**config.mk**
```make
export PLATFORM = sky130hd
export DESIGN_NAME = param_stack_flat
export DESIGN_NICKNAME = d
export VERILOG_FILES = /design/src/rtl/stack_pkg.sv /design/src/rtl/param_stack_if.sv /design/src/rtl/stack_spill_mem.sv /design/src/rtl/param_stack.sv /design/src/flat_wrapper.sv
export SDC_FILE = /design/constraint.sdc
export NUM_CORES = 1
export LEC_CHECK = 0
export CAP_MARGIN = 20
export CORE_ASPECT_RATIO = 1.2
export CORE_MARGIN = 3
export CORE_UTILIZATION = 51
export DETAILED_ROUTE_END_ITERATION = 8
export GPL_TIMING_DRIVEN = 0
export PLACE_DENSITY_LB_ADDON = 0.3
export SKIP_CTS_REPAIR_TIMING = 1
export SLEW_MARGIN = 20
export SYNTH_ARGS = -nofsm -noshare
export SYNTH_HDL_FRONTEND = slang
export SYNTH_SLANG_ARGS = --single-unit
```
**constraint.sdc**
```tcl
create_clock -name clk -period 7 [get_ports clk]
set_input_delay 1.4 -clock clk [delete_from_list [all_inputs] [get_ports clk]]
set_output_delay 1.4 -clock clk [all_outputs]
set_load 0.03 [all_outputs]
```
**src/rtl/stack_pkg.sv**
```systemverilog
// Shared constants and operation encoding for the parametrised data stack.
package stack_pkg;

  localparam int unsigned DEF_WIDTH = 16;
  localparam int unsigned DEF_DEPTH = 16;

  typedef enum logic [2:0] {NOP, PUSH, POP, SWAP, REPL} stack_op_t;

  // Address width that never collapses to zero bits for tiny arrays
  function automatic int unsigned addr_w(input int unsigned n);
    return (n <= 2) ? 1 : $clog2(n);
  endfunction

endpackage

```
**src/rtl/param_stack_if.sv**
```systemverilog
// Control/data bundle between the control unit / ALU (master) and the stack (slave).
interface param_stack_if
  import stack_pkg::*;
#(
  parameter int unsigned WIDTH = DEF_WIDTH,
  parameter int unsigned DEPTH = DEF_DEPTH,
  parameter int unsigned CNT_W = $clog2(DEPTH + 1)
);
  logic [WIDTH-1:0] top_in;
  logic [WIDTH-1:0] next_in;
  logic             push;
  logic             pop;
  logic             swap;
  logic             w_tos;
  logic             w_next;
  logic             clr_err;
  logic [WIDTH-1:0] top_out;
  logic [WIDTH-1:0] next_out;
  logic [CNT_W-1:0] depth;
  logic             empty;
  logic             full;
  logic             overflow;
  logic             underflow;

  modport master (
    output top_in, next_in, push, pop, swap, w_tos, w_next, clr_err,
    input  top_out, next_out, depth, empty, full, overflow, underflow
  );

  modport slave (
    input  top_in, next_in, push, pop, swap, w_tos, w_next, clr_err,
    output top_out, next_out, depth, empty, full, overflow, underflow
  );
endinterface

```
**src/rtl/stack_spill_mem.sv**
```systemverilog
// Register-file backing store for stack entries below NOS.
// Synchronous write, combinational read; contents are not reset.
module stack_spill_mem #(
  parameter int unsigned WIDTH = 16,
  parameter int unsigned N     = 14,
  parameter int unsigned AW    = 4
) (
  input  logic             clk,
  input  logic             we,
  input  logic [AW-1:0]    waddr,
  input  logic [WIDTH-1:0] wdata,
  input  logic [AW-1:0]    raddr,
  output logic [WIDTH-1:0] rdata
);
  logic [WIDTH-1:0] mem [N];

  always_ff @(posedge clk) begin
    if (we) mem[waddr] <= wdata;
  end

  always_comb begin
    rdata = '0;
    if (32'(raddr) < N) rdata = mem[raddr];
  end
endmodule

```
**src/rtl/param_stack.sv**
```systemverilog
// Parametrised data stack: TOS/NOS registers over a DEPTH-2 spill array,
// with occupancy count, full/empty status and sticky overflow/underflow flags.
module param_stack
  import stack_pkg::*;
#(
  parameter int unsigned WIDTH = DEF_WIDTH,
  parameter int unsigned DEPTH = DEF_DEPTH,
  parameter int unsigned CNT_W = $clog2(DEPTH + 1)
) (
  input  logic        clk,
  input  logic        rst,
  param_stack_if.slave bus
);
  localparam int unsigned SPILL_N = DEPTH - 2;
  localparam int unsigned AW      = addr_w(SPILL_N);

  logic [WIDTH-1:0] top_q, top_d;
  logic [WIDTH-1:0] next_q, next_d;
  logic [CNT_W-1:0] depth_q, depth_d;
  logic             ovf_q, unf_q;
  logic             ovf_set, unf_set;
  logic             is_full, is_empty;
  logic             spill_we;
  logic [AW-1:0]    spill_waddr, spill_raddr;
  logic [WIDTH-1:0] spill_rdata;
  stack_op_t        op;

  assign is_full     = (depth_q == CNT_W'(DEPTH));
  assign is_empty    = (depth_q == '0);
  assign spill_waddr = AW'(depth_q - CNT_W'(2));
  assign spill_raddr = AW'(depth_q - CNT_W'(3));

  stack_spill_mem #(
    .WIDTH (WIDTH),
    .N     (SPILL_N),
    .AW    (AW)
  ) u_spill (
    .clk   (clk),
    .we    (spill_we),
    .waddr (spill_waddr),
    .wdata (next_q),
    .raddr (spill_raddr),
    .rdata (spill_rdata)
  );

  // push+pop together is a replace; swap only counts when neither shift is requested
  always_comb begin
    op = NOP;
    if (bus.push && bus.pop) op = REPL;
    else if (bus.push)       op = PUSH;
    else if (bus.pop)        op = POP;
    else if (bus.swap)       op = SWAP;
  end

  always_comb begin
    top_d    = top_q;
    next_d   = next_q;
    depth_d  = depth_q;
    spill_we = 1'b0;
    ovf_set  = 1'b0;
    unf_set  = 1'b0;
    unique case (op)
      PUSH: begin
        if (is_full) begin
          ovf_set = 1'b1;
        end else begin
          next_d   = top_q;
          spill_we = (depth_q >= CNT_W'(2));
          depth_d  = depth_q + CNT_W'(1);
        end
      end
      POP: begin
        if (is_empty) begin
          unf_set = 1'b1;
        end else begin
          top_d   = next_q;
          next_d  = (depth_q >= CNT_W'(3)) ? spill_rdata : '0;
          depth_d = depth_q - CNT_W'(1);
        end
      end
      SWAP: begin
        top_d  = next_q;
        next_d = top_q;
      end
      default: ;
    endcase
    // Direct writes take precedence over whatever the shift/swap produced
    if (bus.w_tos)  top_d  = bus.top_in;
    if (bus.w_next) next_d = bus.next_in;
  end

  always_ff @(posedge clk or negedge rst) begin
    if (!rst) begin
      top_q   <= '0;
      next_q  <= '0;
      depth_q <= '0;
      ovf_q   <= 1'b0;
      unf_q   <= 1'b0;
    end else begin
      top_q   <= top_d;
      next_q  <= next_d;
      depth_q <= depth_d;
      ovf_q   <= ovf_set | (ovf_q & ~bus.clr_err);
      unf_q   <= unf_set | (unf_q & ~bus.clr_err);
    end
  end

  assign bus.top_out   = top_q;
  assign bus.next_out  = next_q;
  assign bus.depth     = depth_q;
  assign bus.empty     = is_empty;
  assign bus.full      = is_full;
  assign bus.overflow  = ovf_q;
  assign bus.underflow = unf_q;
endmodule

```
**src/flat_wrapper.sv**
```systemverilog
// flat-port wrapper written by rule: the top's interface ports become plain ports
module param_stack_flat import stack_pkg::*;
#(
  parameter int unsigned WIDTH = DEF_WIDTH,
  parameter int unsigned DEPTH = DEF_DEPTH,
  parameter int unsigned CNT_W = $clog2(DEPTH + 1)
)
  (clk, rst, bus_top_in, bus_next_in, bus_push, bus_pop, bus_swap, bus_w_tos, bus_w_next, bus_clr_err, bus_top_out, bus_next_out, bus_depth, bus_empty, bus_full, bus_overflow, bus_underflow);
  param_stack_if #(.WIDTH(WIDTH), .DEPTH(DEPTH), .CNT_W(CNT_W)) bus_i ();
  input  logic clk;
  input  logic rst;
  input wire logic [$bits(bus_i.top_in)-1:0] bus_top_in;
  input wire logic [$bits(bus_i.next_in)-1:0] bus_next_in;
  input wire logic [$bits(bus_i.push)-1:0] bus_push;
  input wire logic [$bits(bus_i.pop)-1:0] bus_pop;
  input wire logic [$bits(bus_i.swap)-1:0] bus_swap;
  input wire logic [$bits(bus_i.w_tos)-1:0] bus_w_tos;
  input wire logic [$bits(bus_i.w_next)-1:0] bus_w_next;
  input wire logic [$bits(bus_i.clr_err)-1:0] bus_clr_err;
  output wire logic [$bits(bus_i.top_out)-1:0] bus_top_out;
  output wire logic [$bits(bus_i.next_out)-1:0] bus_next_out;
  output wire logic [$bits(bus_i.depth)-1:0] bus_depth;
  output wire logic [$bits(bus_i.empty)-1:0] bus_empty;
  output wire logic [$bits(bus_i.full)-1:0] bus_full;
  output wire logic [$bits(bus_i.overflow)-1:0] bus_overflow;
  output wire logic [$bits(bus_i.underflow)-1:0] bus_underflow;
  assign bus_i.top_in = bus_top_in;
  assign bus_i.next_in = bus_next_in;
  assign bus_i.push = bus_push;
  assign bus_i.pop = bus_pop;
  assign bus_i.swap = bus_swap;
  assign bus_i.w_tos = bus_w_tos;
  assign bus_i.w_next = bus_w_next;
  assign bus_i.clr_err = bus_clr_err;
  assign bus_top_out = bus_i.top_out;
  assign bus_next_out = bus_i.next_out;
  assign bus_depth = bus_i.depth;
  assign bus_empty = bus_i.empty;
  assign bus_full = bus_i.full;
  assign bus_overflow = bus_i.overflow;
  assign bus_underflow = bus_i.underflow;
  param_stack #(.WIDTH(WIDTH), .DEPTH(DEPTH), .CNT_W(CNT_W)) u_core (.clk(clk), .rst(rst), .bus(bus_i));
endmodule
```
==> After elaboration in Yosys (flattened, before gate mapping) <==
Memory sizes are Yosys's and may differ from the RTL's.
Index checks and enable logic that the tools add are counted.
{ "word_totals": {"mem_bits_rw": 224, "reg_bits": 39, "n_memories": 1, "word_cells": 59} }
{ "mem_list": {"columns": ["memory", "depth", "word_bits", "rd", "rd_clocked_by_memory_dff", "wr", "line_no", "text"], "rows": [
  ["u_core.u_spill.mem", 14, 16, 1, 0, 1, "stack_spill_mem.sv:15", "logic [WIDTH-1:0] mem [N];"]
]} }
{ "op_classes": {"bitwise_logic": 5, "mux": 24, "n_eq_ne": 9, "addsub": 4, "n_reduce_logical": 8, "order_cmp": 3} }
{ "ops": {"columns": ["op", "count"], "rows": [
  ["16-bit two-way mux", 7],
  ["16-bit one-hot mux with 3 select lines", 1],
  ["16-bit one-hot mux with 2 select lines", 1],
  ["5-bit by 2-bit >= comparator with 1-bit output (second input constant)", 2],
  ["5-bit two-way mux", 2],
  ["5-bit one-hot mux with 2 select lines", 1],
  ["3-bit two-way mux", 3],
  ["3-bit inequality test (second input constant)", 3],
  ["1-bit two-way mux", 8],
  ["4-bit by 2-bit subtractor with 4-bit output (second input constant)", 2],
  ["3-bit by 2-bit == test with 1-bit output (second input constant)", 2],
  ["3-bit AND reduction", 2],
  ["5-bit by 1-bit adder with 5-bit output (second input constant)", 1],
  ["5-bit == test (second input constant)", 1],
  ["5-bit zero test", 1],
  ["5-bit by 1-bit subtractor with 5-bit output (second input constant)", 1],
  ["4-bit < comparator (second input constant)", 1],
  ["2-bit inequality test (second input constant)", 2],
  ["4-bit nonzero test", 1],
  ["3-bit by 1-bit == test with 1-bit output (second input constant)", 1],
  ["3-bit nonzero test", 1],
  ["1-bit bitwise AND", 2],
  ["2-bit two-way mux", 1],
  ["1-bit bitwise OR", 2],
  ["other kinds (4)", 4]
]} }

==> Depth between registers and ports, before layout <==
Gate-level depths: netlist (run 1).
{ "depth": {"word_depth": 8, "ltp_mapped": 11} }

==> By module <==
Synthesis (run 1) repeated with hierarchy kept, for this count alone.
{ "unflattened": {"cells_unflattened": 617, "hier_area_um2": 10945.5} }
{ "by_module_without_submodules": {"columns": ["module", "cells_per_inst", "instances", "seq_area_each_um2", "area_each_um2"], "rows": [
  ["stack_spill_mem", 389, 1, 6726.5, 8608.3],
  ["param_stack", 228, 1, 975.9, 2337.2]
]} }

==> Least setup slack after synthesis (run 1) <==
No wires, ideal clock.
{ "synth_path": {"kind": "input -> register", "startpoint": "input port bus_pop", "endpoint": "memory u_core.u_spill.mem[13][0] (enable)", "arrival_ps": 3414, "path_buffers": 1, "cell_stages": 5, "t_required_ps": 6587, "path_slack_ps": 3173, "path_cell_list": "buf_1 > nor2b_1 > nor2b_1 > nand2_1 > nor3b_1"} }
{ "synth_via": {"elab_chain_len": 7} }
{ "synth_lines": {"columns": ["item", "line_no", "text"], "rows": [
  ["from (decl)", "flat_wrapper.sv:15", "input wire logic [$bits(bus_i.pop)-1:0] bus_pop;"],
  ["3-bit two-way mux", "param_stack.sv:51", "else if (bus.pop) op = POP;"],
  ["3-bit two-way mux", "param_stack.sv:50", "else if (bus.push) op = PUSH;"],
  ["3-bit two-way mux *", "param_stack.sv:49", "if (bus.push && bus.pop) op = REPL;"],
  ["3-bit by 1-bit == test with 1-bit output *", "param_stack.sv:62", "unique case (op)"],
  ["1-bit two-way mux *", "param_stack.sv:62", null],
  ["1-bit two-way mux *", "stack_spill_mem.sv:18", "if (we) mem[waddr] <= wdata;"],
  ["1-bit two-way mux (implied by the code) *", "stack_spill_mem.sv:18", null],
  ["to (decl)", "stack_spill_mem.sv:15", null]
]} }
Every way passes the cells marked *; elsewhere a longest branch is shown, timed or not.

==> Worst setup path after layout (run 1) <==
{ "layout_path": {"startpoint": "register u_core.depth_q[0] (netlist: u_core.bus.depth[0])", "endpoint": "output port bus_empty"} }
{ "layout_via": {"elab_chain_len": 1} }
{ "layout_lines": {"columns": ["item", "line_no", "text"], "rows": [
  ["from (decl)", "param_stack.sv:19", "logic [CNT_W-1:0] depth_q, depth_d;"],
  ["from (signal assigned)", "param_stack.sv:102", "depth_q <= depth_d;"],
  ["5-bit zero test", "param_stack.sv:29", "assign is_empty = (depth_q == '0);"],
  ["to (decl)", "flat_wrapper.sv:23", "output wire logic [$bits(bus_i.empty)-1:0] bus_empty;"]
]} }
No other way between the ends.

==> flow_summary.toml, run 1 <==
[timing]
hold_viol = 0
period_needed_ns = 4.78
report.final.slew_viol_count = 0
finalWorstSetupSlack_ns = 2.22
finalCritPeriodShare = 0.683
worst_clock_skew_ns = 0.00716
setup_viol = 0
tightest_slew_ns = 1.03
tns_ns = 0
max_freq_ghz = 0.209
relSlewSlack = 0.310
rsz0062_at_grt = "no"

[outcome]
run_status = "finished, final reports clean"

[layout]
instances_no_fill = 1018
antennaDiodeCount = 0
n_fill_cell = 1442
layout_common_cells = "edfxtp_1 (224), clkdlybuf4s50_1 (78), mux4_2 (48)"
drive_gt1_frac = 0.194
nets = 780
fin_area_um2 = 12900
area_delta_synth_final_pct = 18.2
final_common_cell = "edfxtp_1"

[clock_network]
root_buffer = "clkbuf_16"
cts_sinks = 263
cts_buffers = 26
clk_latency_ns = 0.51
clockBufferDepth = 3
clk_pin_slew_worst_paths_ns = 0.06
cts_tree = "done"
htree_levels = 1

[logic_synthesis]
synth_nets = 670
ys.flop_type = "edfxtp_1"
yosysSeqAreaShare = 0.706
ys_warn_count = 0
synth-edff-count = 224
avgSynthCellArea_um2 = 17.5
ys_ff_latch = 263
synth_cells = 623
async_flop_share = 0.148
synth_area_um2 = 10900
synth_cell_types = 56

[worst_setup_path]
r2r-end = "u_core.bus.next_out[13]"
crit_arrival_ns = 3.38
startpoint_type = "flip-flop"
required_ns = 5.60
rr_worst_depth = 11
critPathKind = "flip-flop to output pin"
cpMaxStageDelayCell = "clkdlybuf4s50_1"
cpMostUsedCell = "buf_6"
worstPathMaxFanout = 10
worst_r2r_startpoint = "u_core.bus.depth[0]"
crit_path_cell_trace = "buf_6, buf_6, buf_4, inv_1, ha_1, or3b_1, nor2_1, clkdlybuf4s50_1"
r2r_slack_ns = 2.91
slowest_delay_ns = 0.74
worstSetupEndpointType = "output pin"

[global_route]
met1_usage = 0.283
grt_max_degree = 33
grtUsageMet2 = 0.387
grt-busiest-layer = "met2"
antenna_found_initial = 0
gr-total-overflow = 0
grt_pass1_vias = 6453
gr-usage-all-layers = 0.219
grt_pass1_wl_um = 39000
grtUsageMet3 = 0.0297

[hold_path]
hold_path_end = "u_core.bus.overflow"
hold_class = "flip-flop to flip-flop"
hold_start = "u_core.bus.overflow"
holdPathStages = 2

[floorplan]
dieHeight_um = 166
io_pins = 81
rows = 57
die-width_um = 139
die_area_um2 = 23200
core_region_area_um2 = 20600
start_util = 0.529

[run]
maxCapViolCount = 0

[power]
totalPowerFinal_mw = 5.31
p_leak_nw = 4.38
powerDensity_nw_per_um2 = 412
ir_drop_uv = 299

[route]
drtPass1Iterations = 4
wl_per_cell_um = 24.8
num_vias = 6213
avgViaCountPerCell = 6.10
drt_iter0_drc = 505
drc = 0
ant_nets = 0
totalWireLength_um = 25300

[placement]
place.port_buffers = 79
place_inst = 970
routabilityCongestion = 0.894
dp_hpwl_um = 17000
pre_cts_ws_ns = 2.67
placed_area_um2 = 12100
Yosys cell counts, types with 9 or more instances:
cell      instances  area (um2)
a21oi_1          33         165
a22oi_1          16         120
and2_1           14        87.6
buf_2             9        45.0
buf_4             9        67.6
dfrtp_1          39         976
edfxtp_1        224        6730
mux2_2           15         169
mux2i_1          18         180
mux4_2           48        1080
nand2_1          37         139
nand3_1          17        85.1
nor2b_1          10        62.6
o21ai_0           9        45.0
o21ai_1          11        55.1
o22ai_1          14        87.6
or4_1            14         105
per-stage QoR:
stage	utilization	hold WS, ns
after global routing	0.626	0.578
after detailed placement	0.586	0.525
after floorplan	-	0.648
final	0.626	0.550
after global placement	0.584	0.503
after CTS	0.626	0.539
layer usage:
metal,up-vias,share of wire,wire length [um]
met3,54,0.046,1180
met1,3221,0.39,9870
met5,-,0,0
li1,2710,-,-
met4,0,0.034,858
met2,228,0.53,13400
report_power, final:
part           switching (mW)  leakage [nW]  internal, mW
Clock                   0.562         0.415         0.779
Combinational            1.05          1.45         0.792
Sequential              0.190          2.51          1.94
Total                    1.80          4.38          3.51
state kept, by name (all words and copies together) (netlist names):
register	count
u_core.u_spill.mem	224
u_core.bus.depth	5
u_core.bus.next_out	16
u_core.bus.underflow	1
u_core.bus.overflow	1
u_core.bus.top_out	16
critical path, delay by kind of cell, from the launching register on:
family | cells | cell delay (ns)
DFF | 1 | 0.47
adders and majority gates | 1 | 0.27
buffers and inverters | 5 | 1.40
and+or+nand+nor | 2 | 0.72
layout make-up:
type / count / area, um2 / share of cell area
plain buffers: 35 / 218 / 0.0169
clock inverters: 17 / 135 / 0.0105
repair buffers: 82 / 821 / 0.0637
well taps: 265 / 332 / 0.0257
inverters: 8 / 30.0 / 0.00233
flip-flops and latches: 263 / 7700 / 0.597
clock buffers: 31 / 691 / 0.0536
multi-input cells: 317 / 2970 / 0.230
worst max path at each step:
stage	from	end	slack (ns)	cells after the start
after floorplan	bus_pop	u_core.u_spill.mem[13][0]	3.17	5
after global placement	bus_pop	u_core.u_spill.mem[13][6]	1.50	6
final	u_core.bus.depth[0]	bus_empty	2.22	8
after CTS	u_core.bus.depth[0]	bus_empty	2.22	8
after detailed placement	bus_pop	u_core.u_spill.mem[5][7]	2.67	7
after global routing	u_core.bus.depth[0]	bus_empty	2.12	8
kinds of logic (layout without fill, tap and decap cells):
| family | after synthesis | count (layout) | share of synthesized area |
|---|---|---|---|
| flops | 263 | 263 | 0.706 |
| simple gates | 119 | 119 | 0.0603 |
| compound gates | 105 | 105 | 0.0676 |
| mux | 81 | 81 | 0.131 |
| buf+inv | 43 | 173 | 0.0227 |
| fa+ha+maj | 7 | 7 | 0.00803 |
| xor+xnor | 5 | 5 | 0.00401 |
No activity file was read; power rests on OpenSTA's default activity.
==> run 2: changes to the inputs <==
==> constraint.sdc (replaced) <==
create_clock -name clk -period 4.95 [get_ports clk]
set_input_delay 0.99 -clock clk [delete_from_list [all_inputs] [get_ports clk]]
set_output_delay 0.99 -clock clk [all_outputs]
set_load 0.03 [all_outputs]
==> results of run 2 <==
The final DEF is identical to that of run 1. Status: finished, final reports clean.
Among the figures that moved: setup slack after placement 2.67 ns -> 0.830 ns; setup slack after layout 2.22 ns -> 0.581 ns; hold slack 0.550 ns -> 0.318 ns; register-to-register setup slack 2.91 ns -> 0.86 ns; total power 5.31 mW -> 7.51 mW; worst IR drop on VDD 299 uV -> 422 uV
==> run 3: changes to the inputs <==
--- a/config.mk
+++ b/config.mk
@@ -5,10 +5,12 @@
 export SDC_FILE = /design/constraint.sdc
 export NUM_CORES = 1
 export LEC_CHECK = 0
+export ABC_CLOCK_PERIOD_IN_PS = 4950
 export CAP_MARGIN = 20
 export CORE_ASPECT_RATIO = 1.2
 export CORE_MARGIN = 3
 export CORE_UTILIZATION = 51
+export CTS_CLUSTER_SIZE = 24
 export DETAILED_ROUTE_END_ITERATION = 8
 export GPL_TIMING_DRIVEN = 0
 export PLACE_DENSITY_LB_ADDON = 0.3
==> results of run 3 <==
The final DEF is identical to that of run 1. Status: finished, final reports clean.
Among the figures that moved: setup slack after placement 2.67 ns -> 0.830 ns; setup slack after layout 2.22 ns -> 0.581 ns; hold slack 0.550 ns -> 0.318 ns; register-to-register setup slack 2.91 ns -> 0.86 ns; total power 5.31 mW -> 7.51 mW; worst IR drop on VDD 299 uV -> 422 uV
